[src/rtl/pipelined_addsub_if.sv]
// Operand/result handshake bundle for pipelined_addsub.
// master = upstream source / downstream sink side, slave = the adder.
interface pipelined_addsub_if #(
    parameter int WIDTH = 16
);
    logic             in_valid;
    logic             in_ready;
    logic [WIDTH-1:0] a;
    logic [WIDTH-1:0] b;
    logic             cin;
    logic             op_sub;
    logic             out_valid;
    logic             out_ready;
    logic [WIDTH-1:0] sum;
    logic             cout;
    logic             ovf;

    modport master (
        output in_valid, a, b, cin, op_sub, out_ready,
        input  in_ready, out_valid, sum, cout, ovf
    );

    modport slave (
        input  in_valid, a, b, cin, op_sub, out_ready,
        output in_ready, out_valid, sum, cout, ovf
    );
endinterface

[src/rtl/pipelined_addsub.sv]
// Segmented-carry add/subtract pipeline with valid/ready backpressure.
// Optional macro ADDSUB_SATURATE_EN clamps overflowed results to the signed limit.
module pipelined_addsub #(
    parameter int WIDTH  = 16,
    parameter int STAGES = 4
) (
    input  logic              clk,
    input  logic              rst_n,
    pipelined_addsub_if.slave bus
);
    localparam int SEG = WIDTH / STAGES;
    localparam int MSB = WIDTH - 1;

    // st_* is the view each stage consumes: ports for stage 0, previous stage registers otherwise
    logic [WIDTH-1:0] st_a [STAGES];
    logic [WIDTH-1:0] st_b [STAGES];
    logic [WIDTH-1:0] st_s [STAGES];
    logic             st_c [STAGES];
    logic             st_v [STAGES];

    logic             adv;
    logic [WIDTH-1:0] sum_q;
    logic             cout_q;
    logic             ovf_q;
    logic             valid_q;

    assign adv           = bus.out_ready || !valid_q;
    assign bus.in_ready  = adv;
    assign bus.out_valid = valid_q;
    assign bus.sum       = sum_q;
    assign bus.cout      = cout_q;
    assign bus.ovf       = ovf_q;

    assign st_a[0] = bus.a;
    assign st_b[0] = bus.op_sub ? ~bus.b : bus.b;
    assign st_s[0] = '0;
    assign st_c[0] = bus.cin ^ bus.op_sub;
    assign st_v[0] = bus.in_valid;

    for (genvar k = 0; k < STAGES; k++) begin : g_stage
        logic [SEG:0]     seg_add;
        logic [WIDTH-1:0] s_next;

        always_comb begin
            seg_add = {1'b0, st_a[k][k*SEG +: SEG]} + {1'b0, st_b[k][k*SEG +: SEG]}
                    + {{SEG{1'b0}}, st_c[k]};
            s_next = st_s[k];
            s_next[k*SEG +: SEG] = seg_add[SEG-1:0];
        end

        if (k < STAGES - 1) begin : g_mid
            logic [WIDTH-1:0] a_q;
            logic [WIDTH-1:0] b_q;
            logic [WIDTH-1:0] s_q;
            logic             c_q;
            logic             v_q;

            always_ff @(posedge clk or negedge rst_n) begin
                if (!rst_n) begin
                    a_q <= '0;
                    b_q <= '0;
                    s_q <= '0;
                    c_q <= 1'b0;
                    v_q <= 1'b0;
                end else if (adv) begin
                    a_q <= st_a[k];
                    b_q <= st_b[k];
                    s_q <= s_next;
                    c_q <= seg_add[SEG];
                    v_q <= st_v[k];
                end
            end

            assign st_a[k+1] = a_q;
            assign st_b[k+1] = b_q;
            assign st_s[k+1] = s_q;
            assign st_c[k+1] = c_q;
            assign st_v[k+1] = v_q;
        end else begin : g_last
            logic             ovf_c;
            logic [WIDTH-1:0] res_c;

            // ovf and cout always describe the unclamped result
            always_comb begin
                ovf_c = (st_a[k][MSB] == st_b[k][MSB]) && (s_next[MSB] != st_a[k][MSB]);
                res_c = s_next;
`ifdef ADDSUB_SATURATE_EN
                if (ovf_c) begin
                    res_c = st_a[k][MSB] ? {1'b1, {(WIDTH-1){1'b0}}} : {1'b0, {(WIDTH-1){1'b1}}};
                end
`endif
            end

            always_ff @(posedge clk or negedge rst_n) begin
                if (!rst_n) begin
                    sum_q   <= '0;
                    cout_q  <= 1'b0;
                    ovf_q   <= 1'b0;
                    valid_q <= 1'b0;
                end else if (adv) begin
                    sum_q   <= res_c;
                    cout_q  <= seg_add[SEG];
                    ovf_q   <= ovf_c;
                    valid_q <= st_v[k];
                end
            end
        end
    end
endmodule

[src/flat_wrapper.sv]
// flat-port wrapper written by rule: the top's interface ports become plain ports
module pipelined_addsub_flat 
#(
    parameter int WIDTH  = 16,
    parameter int STAGES = 4
)
  (clk, rst_n, bus_in_valid, bus_a, bus_b, bus_cin, bus_op_sub, bus_out_ready, bus_in_ready, bus_out_valid, bus_sum, bus_cout, bus_ovf);
  pipelined_addsub_if #(.WIDTH(WIDTH)) bus_i ();
  input  logic clk;
  input  logic rst_n;
  input wire logic [$bits(bus_i.in_valid)-1:0] bus_in_valid;
  input wire logic [$bits(bus_i.a)-1:0] bus_a;
  input wire logic [$bits(bus_i.b)-1:0] bus_b;
  input wire logic [$bits(bus_i.cin)-1:0] bus_cin;
  input wire logic [$bits(bus_i.op_sub)-1:0] bus_op_sub;
  input wire logic [$bits(bus_i.out_ready)-1:0] bus_out_ready;
  output wire logic [$bits(bus_i.in_ready)-1:0] bus_in_ready;
  output wire logic [$bits(bus_i.out_valid)-1:0] bus_out_valid;
  output wire logic [$bits(bus_i.sum)-1:0] bus_sum;
  output wire logic [$bits(bus_i.cout)-1:0] bus_cout;
  output wire logic [$bits(bus_i.ovf)-1:0] bus_ovf;
  assign bus_i.in_valid = bus_in_valid;
  assign bus_i.a = bus_a;
  assign bus_i.b = bus_b;
  assign bus_i.cin = bus_cin;
  assign bus_i.op_sub = bus_op_sub;
  assign bus_i.out_ready = bus_out_ready;
  assign bus_in_ready = bus_i.in_ready;
  assign bus_out_valid = bus_i.out_valid;
  assign bus_sum = bus_i.sum;
  assign bus_cout = bus_i.cout;
  assign bus_ovf = bus_i.ovf;
  pipelined_addsub #(.WIDTH(WIDTH), .STAGES(STAGES)) u_core (.clk(clk), .rst_n(rst_n), .bus(bus_i));
endmodule
[config.mk]
export PLATFORM = sky130hd
export DESIGN_NAME = pipelined_addsub_flat
export DESIGN_NICKNAME = d
export VERILOG_FILES = /design/src/rtl/pipelined_addsub_if.sv /design/src/rtl/pipelined_addsub.sv /design/src/flat_wrapper.sv
export SDC_FILE = /design/constraint.sdc
export NUM_CORES = 1
export LEC_CHECK = 0
export CAP_MARGIN = 0
export CORE_UTILIZATION = 40
export CTS_BUF_LIST = sky130_fd_sc_hd__clkbuf_4 sky130_fd_sc_hd__clkbuf_8
export CTS_CLUSTER_DIAMETER = 50
export DETAILED_ROUTE_END_ITERATION = 10
export SLEW_MARGIN = 20
export SYNTH_ARGS = -nofsm -noshare
export SYNTH_HDL_FRONTEND = slang
export SYNTH_SLANG_ARGS = --single-unit
export TNS_END_PERCENT = 20
[constraint.sdc]
create_clock -name clk -period 5.3 [get_ports clk]
set_clock_uncertainty 0.2 [all_clocks]
set_input_delay 0.53 -clock clk [delete_from_list [all_inputs] [get_ports clk]]
set_output_delay 0.53 -clock clk [all_outputs]
set_load 0.005 [all_outputs]
=== Yosys cells after proc, flatten, opt, wreduce, memory -nomap -nowiden ===
Cells that the tools add are included.
W data, S select, Z words.

* Register bits after elaboration: 145
* Input port bits: 38
* Output and inout bits: 20
* Logic and storage cells: 35

* $add $sub $neg: 8
* Eq/ne operators: 2
* Muxes and demuxes: 1
* Bitwise logic cells: 2
* Reduce and logical (&&, ||, !) cells: 3

{| class="wikitable"
|+ Operators by type and width
! cell !! number
|-
| $add A4 B4 Y5 || 4
|-
| $add A5 B1 Y5 || 4
|-
| $mux W16 || 1
|-
| $not A16 Y16 || 1
|-
| $eq A1 B1 Y1 || 1
|-
| $logic_and A1 B1 Y1 || 1
|-
| $logic_not A1 Y1 || 1
|-
| $logic_or A1 B1 Y1 || 1
|-
| $ne A1 B1 Y1 || 1
|-
| $xor A1 B1 Y1 || 1
|}

=== Longest topological paths before layout ===
* Depth in word-level cells: 4
* Depth in mapped cells: 8
* Gate-level depth less buffers: 6

=== Worst setup path before layout ===
No wires, ideal clock.

* Kind: input-to-reg
* From: input bus_op_sub
* To: register u_core.g_stage[0].g_mid.c_q
* Setup time: 127 ps
* Data arrival time: 2219 ps
* Data required time: 4973 ps
* Path slack: 2754 ps
* Stages: 8
* Buffers on the path: 2
* Cell sequence: buf_4 > buf_4 > xor2_1 > fa_1 > fa_1 > a21o_1 > a21oi_1 > a21oi_1

* Cells in the longest elaborated chain, start to end: 3
* Elaborated cells on any way between the ends: 4
* Those cells by class: 2 x add/sub; 1 x mux; 1 x bitwise

{| class="wikitable"
|+ Ends and longest elaborated chain
! what !! RTL line !! RTL
|-
| from (decl) || flat_wrapper.sv:15 || <nowiki>input wire logic [$bits(bus_i.op_sub)-1:0] bus_op_sub;</nowiki>
|-
| $mux W16 || pipelined_addsub.sv:35 || <nowiki>assign st_b[0] = bus.op_sub ? ~bus.b : bus.b;</nowiki>
|-
| $add A4 B4 Y5 || pipelined_addsub.sv:45 || <nowiki>seg_add = {1'b0, st_a[k][k*SEG +: SEG]} + {1'b0, st_b[k][k*SEG +: SEG]}</nowiki>
|-
| $add A5 B1 Y5 (*) || pipelined_addsub.sv:46 || <nowiki>+ {{SEG{1'b0}}, st_c[k]};</nowiki>
|-
| to (signal assigned) || pipelined_addsub.sv:69 || <nowiki>c_q <= seg_add[SEG];</nowiki>
|-
| to (decl) || pipelined_addsub.sv:55 || <nowiki>logic c_q;</nowiki>
|}

Mark *: on every way between the ends. The rest lies on a longest branch, timed or not.
A chain may end at the register's enable or synchronous reset.

=== Worst setup path in the final report ===
* From: input bus_out_ready
* To: output bus_in_ready

* Cells in the longest elaborated chain, start to end: 1

{| class="wikitable"
|+ Ends and longest elaborated chain
! what !! RTL line !! RTL
|-
| from (decl) || flat_wrapper.sv:16 || <nowiki>input wire logic [$bits(bus_i.out_ready)-1:0] bus_out_ready;</nowiki>
|-
| $logic_or A1 B1 Y1 || pipelined_addsub.sv:27 || <nowiki>assign adv = bus.out_ready || !valid_q;</nowiki>
|-
| to (decl) || flat_wrapper.sv:17 || <nowiki>output wire logic [$bits(bus_i.in_ready)-1:0] bus_in_ready;</nowiki>
|}

No other way between the ends.

==> impl_summary.log <==
[metrics] final weighted congestion in routability-driven placement: 0.761
[metrics] number of cells traversed by the worst register-to-register path: 5
[metrics] number of nets in the layout: 570
[metrics] antenna violations before repair: 0
[metrics] CTS buffer count: 9
[metrics] capture instance of the worst register-to-register path: u_core.g_stage[2].g_mid.s_q[11]
[metrics] largest stage delay on the critical path: 0.64 ns
[metrics] maximum fanout along the worst path: 46
[metrics] worst skew pair latency: 0.36 ns
[metrics] library cell contributing the largest single delay on the critical path: sky130_fd_sc_hd__clkdlybuf4s50_1
[metrics] FMAX: 337 MHz
[metrics] remaining global-route overflow: 0
[metrics] transition time at the pin with the least slew margin: 1.01 ns
[metrics] via density per instance: 4.59
[metrics] start point of the worst min-delay path: u_core.g_stage[1].g_mid.b_q[13]
[metrics] GR Util All Layers: 0.151
[metrics] YS warnings: 0
[metrics] hold path cells: 2
[metrics] relative area change from synthesis to final layout: 19.3%
[metrics] number of setup violations in the final report: 0
[metrics] Mapped Avg Cell Area: 9.38 um2
[metrics] PD cells: 530 nW/um2
[metrics] Slew HR: 0.326
[metrics] hold worst-path end: u_core.g_stage[2].g_mid.b_q[13]
[metrics] start-to-end type of the worst setup path: primary input to output pin
[metrics] multiplexer share of the synthesized area: 0.00692
[metrics] worst path arrival time: 2.24 ns
[metrics] Static Leak: 2.56 nW
[metrics] count of state elements after synthesis: 97
[metrics] share of post-route cells with drive strength above 1: 0.0446
[metrics] sequential area share after synthesis: 0.559
[metrics] async set-or-reset flop fraction in the synthesized netlist: 1.00
[metrics] Post-Route WL: 7.61 mm
[metrics] main combinational cell family by area after synthesis: simple AND/OR/NAND/NOR gates
[metrics] cell with the most instances on the worst path: sky130_fd_sc_hd__clkdlybuf4s50_1
[metrics] Detail Route Antenna Nets: 0
[metrics] area used by sequential logic in the layout: 2430 um2
[metrics] total negative slack: 0 ns
[metrics] Synth Area in XOR/XNOR: 0.0424
[metrics] R2R setup slack: 3.02 ns
[metrics] CTS Sinks: 97
[metrics] detail-routed net length per standard cell: 11.7 um
[metrics] number of detailed-routing iterations run before antenna repair: 4
[metrics] die area: 11300 um2
[metrics] Period minus WS final: 2.97 ns
[metrics] Clock Tree Buf Depth: 2
[metrics] critical path, cell by cell: clkdlybuf4s50_1 -> nor2b_4 -> inv_2 -> clkdlybuf4s50_1
[metrics] clock root cell: sky130_fd_sc_hd__clkbuf_8
[metrics] Worst setup SP type: primary input
[metrics] synthesized-area fraction occupied by adder cells: 0.0715
[metrics] setup repair after global routing missed its margin: no
[metrics] number of global-route vias before repair: 3034
[metrics] Max rail drop VDD: 0.330 mV
[metrics] effective utilization at floorplan: 0.417
[metrics] worst hold slack: 0.268 ns
[metrics] top flip-flop cell by instance count after synthesis: sky130_fd_sc_hd__dfrtp_1
[metrics] HPWL Detailed: 5.07 mm
[metrics] y dimension of the die: 106 um
[metrics] Max Transition Viols Final: 0
[metrics] fin crit share: 0.559
[metrics] outcome: finished clean
[metrics] area used by multi-input combinational logic: 1740 um2
[metrics] CTS tree: yes
[metrics] setup repair bufs after CTS: 0
[metrics] crit end category: output pin
[metrics] first-pass GRT wire length: 13.3 mm
[metrics] buffers and inverters on the worst path: 3
[metrics] number of enable-type register cells in the synthesized netlist: 0
[metrics] Top delay family on crit path: buffers and inverters
[metrics] share of synthesized cell area in and, or, nand and nor gates: 0.221
[metrics] count of input and output buffers: 57
[metrics] fillcell total: 1033
[metrics] library cells used by synthesis: 28
[metrics] horizontal die dimension: 106 um
[metrics] path type of the worst min-delay path: register to register
[metrics] most common cell after layout, fill and taps aside: sky130_fd_sc_hd__nand2_1
[metrics] pin count of the biggest net entering global routing: 106
[metrics] I/O pins: 58
[metrics] vias after detailed routing: 2995
[metrics] Post-Synthesis Net Count: 521
[metrics] count of endpoints failing hold in the final timing report: 0
[metrics] clock slew seen by the registers of the worst setup and hold paths: 0.10 ns
[metrics] worst reg2reg startpoint: u_core.bus.out_valid
[metrics] number of DRC markers after the initial detailed-route iteration: 160
[metrics] core outline area: 10400 um2
[metrics] row count: 37
[metrics] most frequent cells in the layout: 225 x sky130_fd_sc_hd__nand2_1, 97 x sky130_fd_sc_hd__dfrtp_1, 56 x sky130_fd_sc_hd__clkdlybuf4s50_1
[metrics] total number of cells along the worst setup path: 4
[metrics] cell area after synthesis: 4340 um2
[metrics] remaining routing DRC violations: 0
[metrics] number of inserted diodes: 0
[metrics] depth of the CTS H-tree: 3
[metrics] Cells after Synth: 463
[metrics] compound-cell area share of the yosys netlist: 0.0599
[metrics] required time reported for the critical path endpoint: 4.57 ns
[metrics] number of max-cap violations: 0
stage by stage:
step                      cells  total power [mW]  area, um2  setup slack, ns  utilization
after floorplan             463              1.96       4340             2.75            -
after global placement      636              2.27       4980             2.30        0.478
after detailed placement    636              2.31       4980             2.27        0.478
after CTS                   652              2.79       5180             2.30        0.497
after global routing        652              3.00       5180             2.21        0.497
final                       652              2.74       5180             2.33        0.497
kinds of logic after synthesis:
kind of cell / after synthesis
flops: 97
buf+inv: 34
xor+xnor: 21
fa+ha+maj: 20
mux: 3
compound gates: 43
simple gates: 245
worst max path at each step:
stage	from	endpoint	slack, ns
floorplan	bus_op_sub	u_core.g_stage[0].g_mid.c_q	2.75
global placement	bus_out_ready	bus_in_ready	2.30
detailed placement	bus_op_sub	u_core.g_stage[0].g_mid.c_q	2.27
CTS	bus_out_ready	bus_in_ready	2.30
global route	bus_out_ready	bus_in_ready	2.21
finish	bus_out_ready	bus_in_ready	2.33
power breakdown:
part           switching, mW  internal (mW)  total (mW)
Clock                  0.241          0.228       0.469
Combinational          0.532          0.487        1.02
Sequential             0.188           1.07        1.26
repair_timing:
action | 4_1_cts | 5_1_grt
endpoints found under the hold margin | 27 | 0
resized for setup | 0 | 0
hold buffers | 1 | 0
cell type report:
class	count	area share
clock inverter	5	0.0109
multi-input combinational	332	0.336
inverter	10	0.00725
tap	136	0.0329
clock buffer	10	0.0266
timing repair buffer	62	0.117
sequential	97	0.469
cells in the mapped netlist (2+ instances only):
master,instances,area [um2]
sky130_fd_sc_hd__buf_2,17,85.1
sky130_fd_sc_hd__fa_1,8,160
sky130_fd_sc_hd__nor2_1,7,26.3
sky130_fd_sc_hd__a21o_1,4,30.0
sky130_fd_sc_hd__o21ai_0,15,75.1
sky130_fd_sc_hd__a211oi_1,2,15.0
sky130_fd_sc_hd__nand2_1,225,845
sky130_fd_sc_hd__xor2_1,7,61.3
sky130_fd_sc_hd__or4_1,3,22.5
sky130_fd_sc_hd__inv_1,9,33.8
sky130_fd_sc_hd__mux2i_1,3,30.0
sky130_fd_sc_hd__dfrtp_1,97,2430
sky130_fd_sc_hd__clkbuf_1,2,7.51
sky130_fd_sc_hd__ha_1,12,150
sky130_fd_sc_hd__nor2b_1,4,25.0
sky130_fd_sc_hd__a21boi_0,2,15.0
sky130_fd_sc_hd__xnor2_1,14,123
sky130_fd_sc_hd__a21oi_1,13,65.1
sky130_fd_sc_hd__o21ai_1,2,10.0
sky130_fd_sc_hd__nand3_1,4,20.0
sky130_fd_sc_hd__o2111ai_1,3,26.3
sky130_fd_sc_hd__buf_4,4,30.0
per-layer routing:
metal | global-route usage | up-vias | wire (um)
li1 | - | 1548 | -
met1 | 0.195 | 1391 | 3720
met2 | 0.245 | 46 | 3510
met3 | 0.0313 | 10 | 237
met4 | 0.0685 | 0 | 140
met5 | 0 | - | 0
worst reg2reg max path, cell delays in order (launching register included):
cell and delay [ns]:
sky130_fd_sc_hd__dfrtp_1 0.41, sky130_fd_sc_hd__nor2b_4 0.14, sky130_fd_sc_hd__inv_2 0.52, sky130_fd_sc_hd__buf_4 0.56, sky130_fd_sc_hd__mux2i_1 0.26, sky130_fd_sc_hd__nand3_1 0.09
sequential cells by signal, summed over array words and instances (netlist names):
| name | cells |
|---|---|
| u_core.bus.cout | 1 |
| u_core.g_stage.g_mid.v_q | 3 |
| u_core.g_stage.g_mid.s_q | 24 |
| u_core.g_stage.g_mid.c_q | 3 |
| u_core.g_stage.g_mid.b_q | 24 |
| u_core.bus.ovf | 1 |
| u_core.bus.out_valid | 1 |
| u_core.g_stage.g_mid.a_q | 24 |
| u_core.bus.sum | 16 |
No activity file was read; power rests on OpenSTA's default activity.
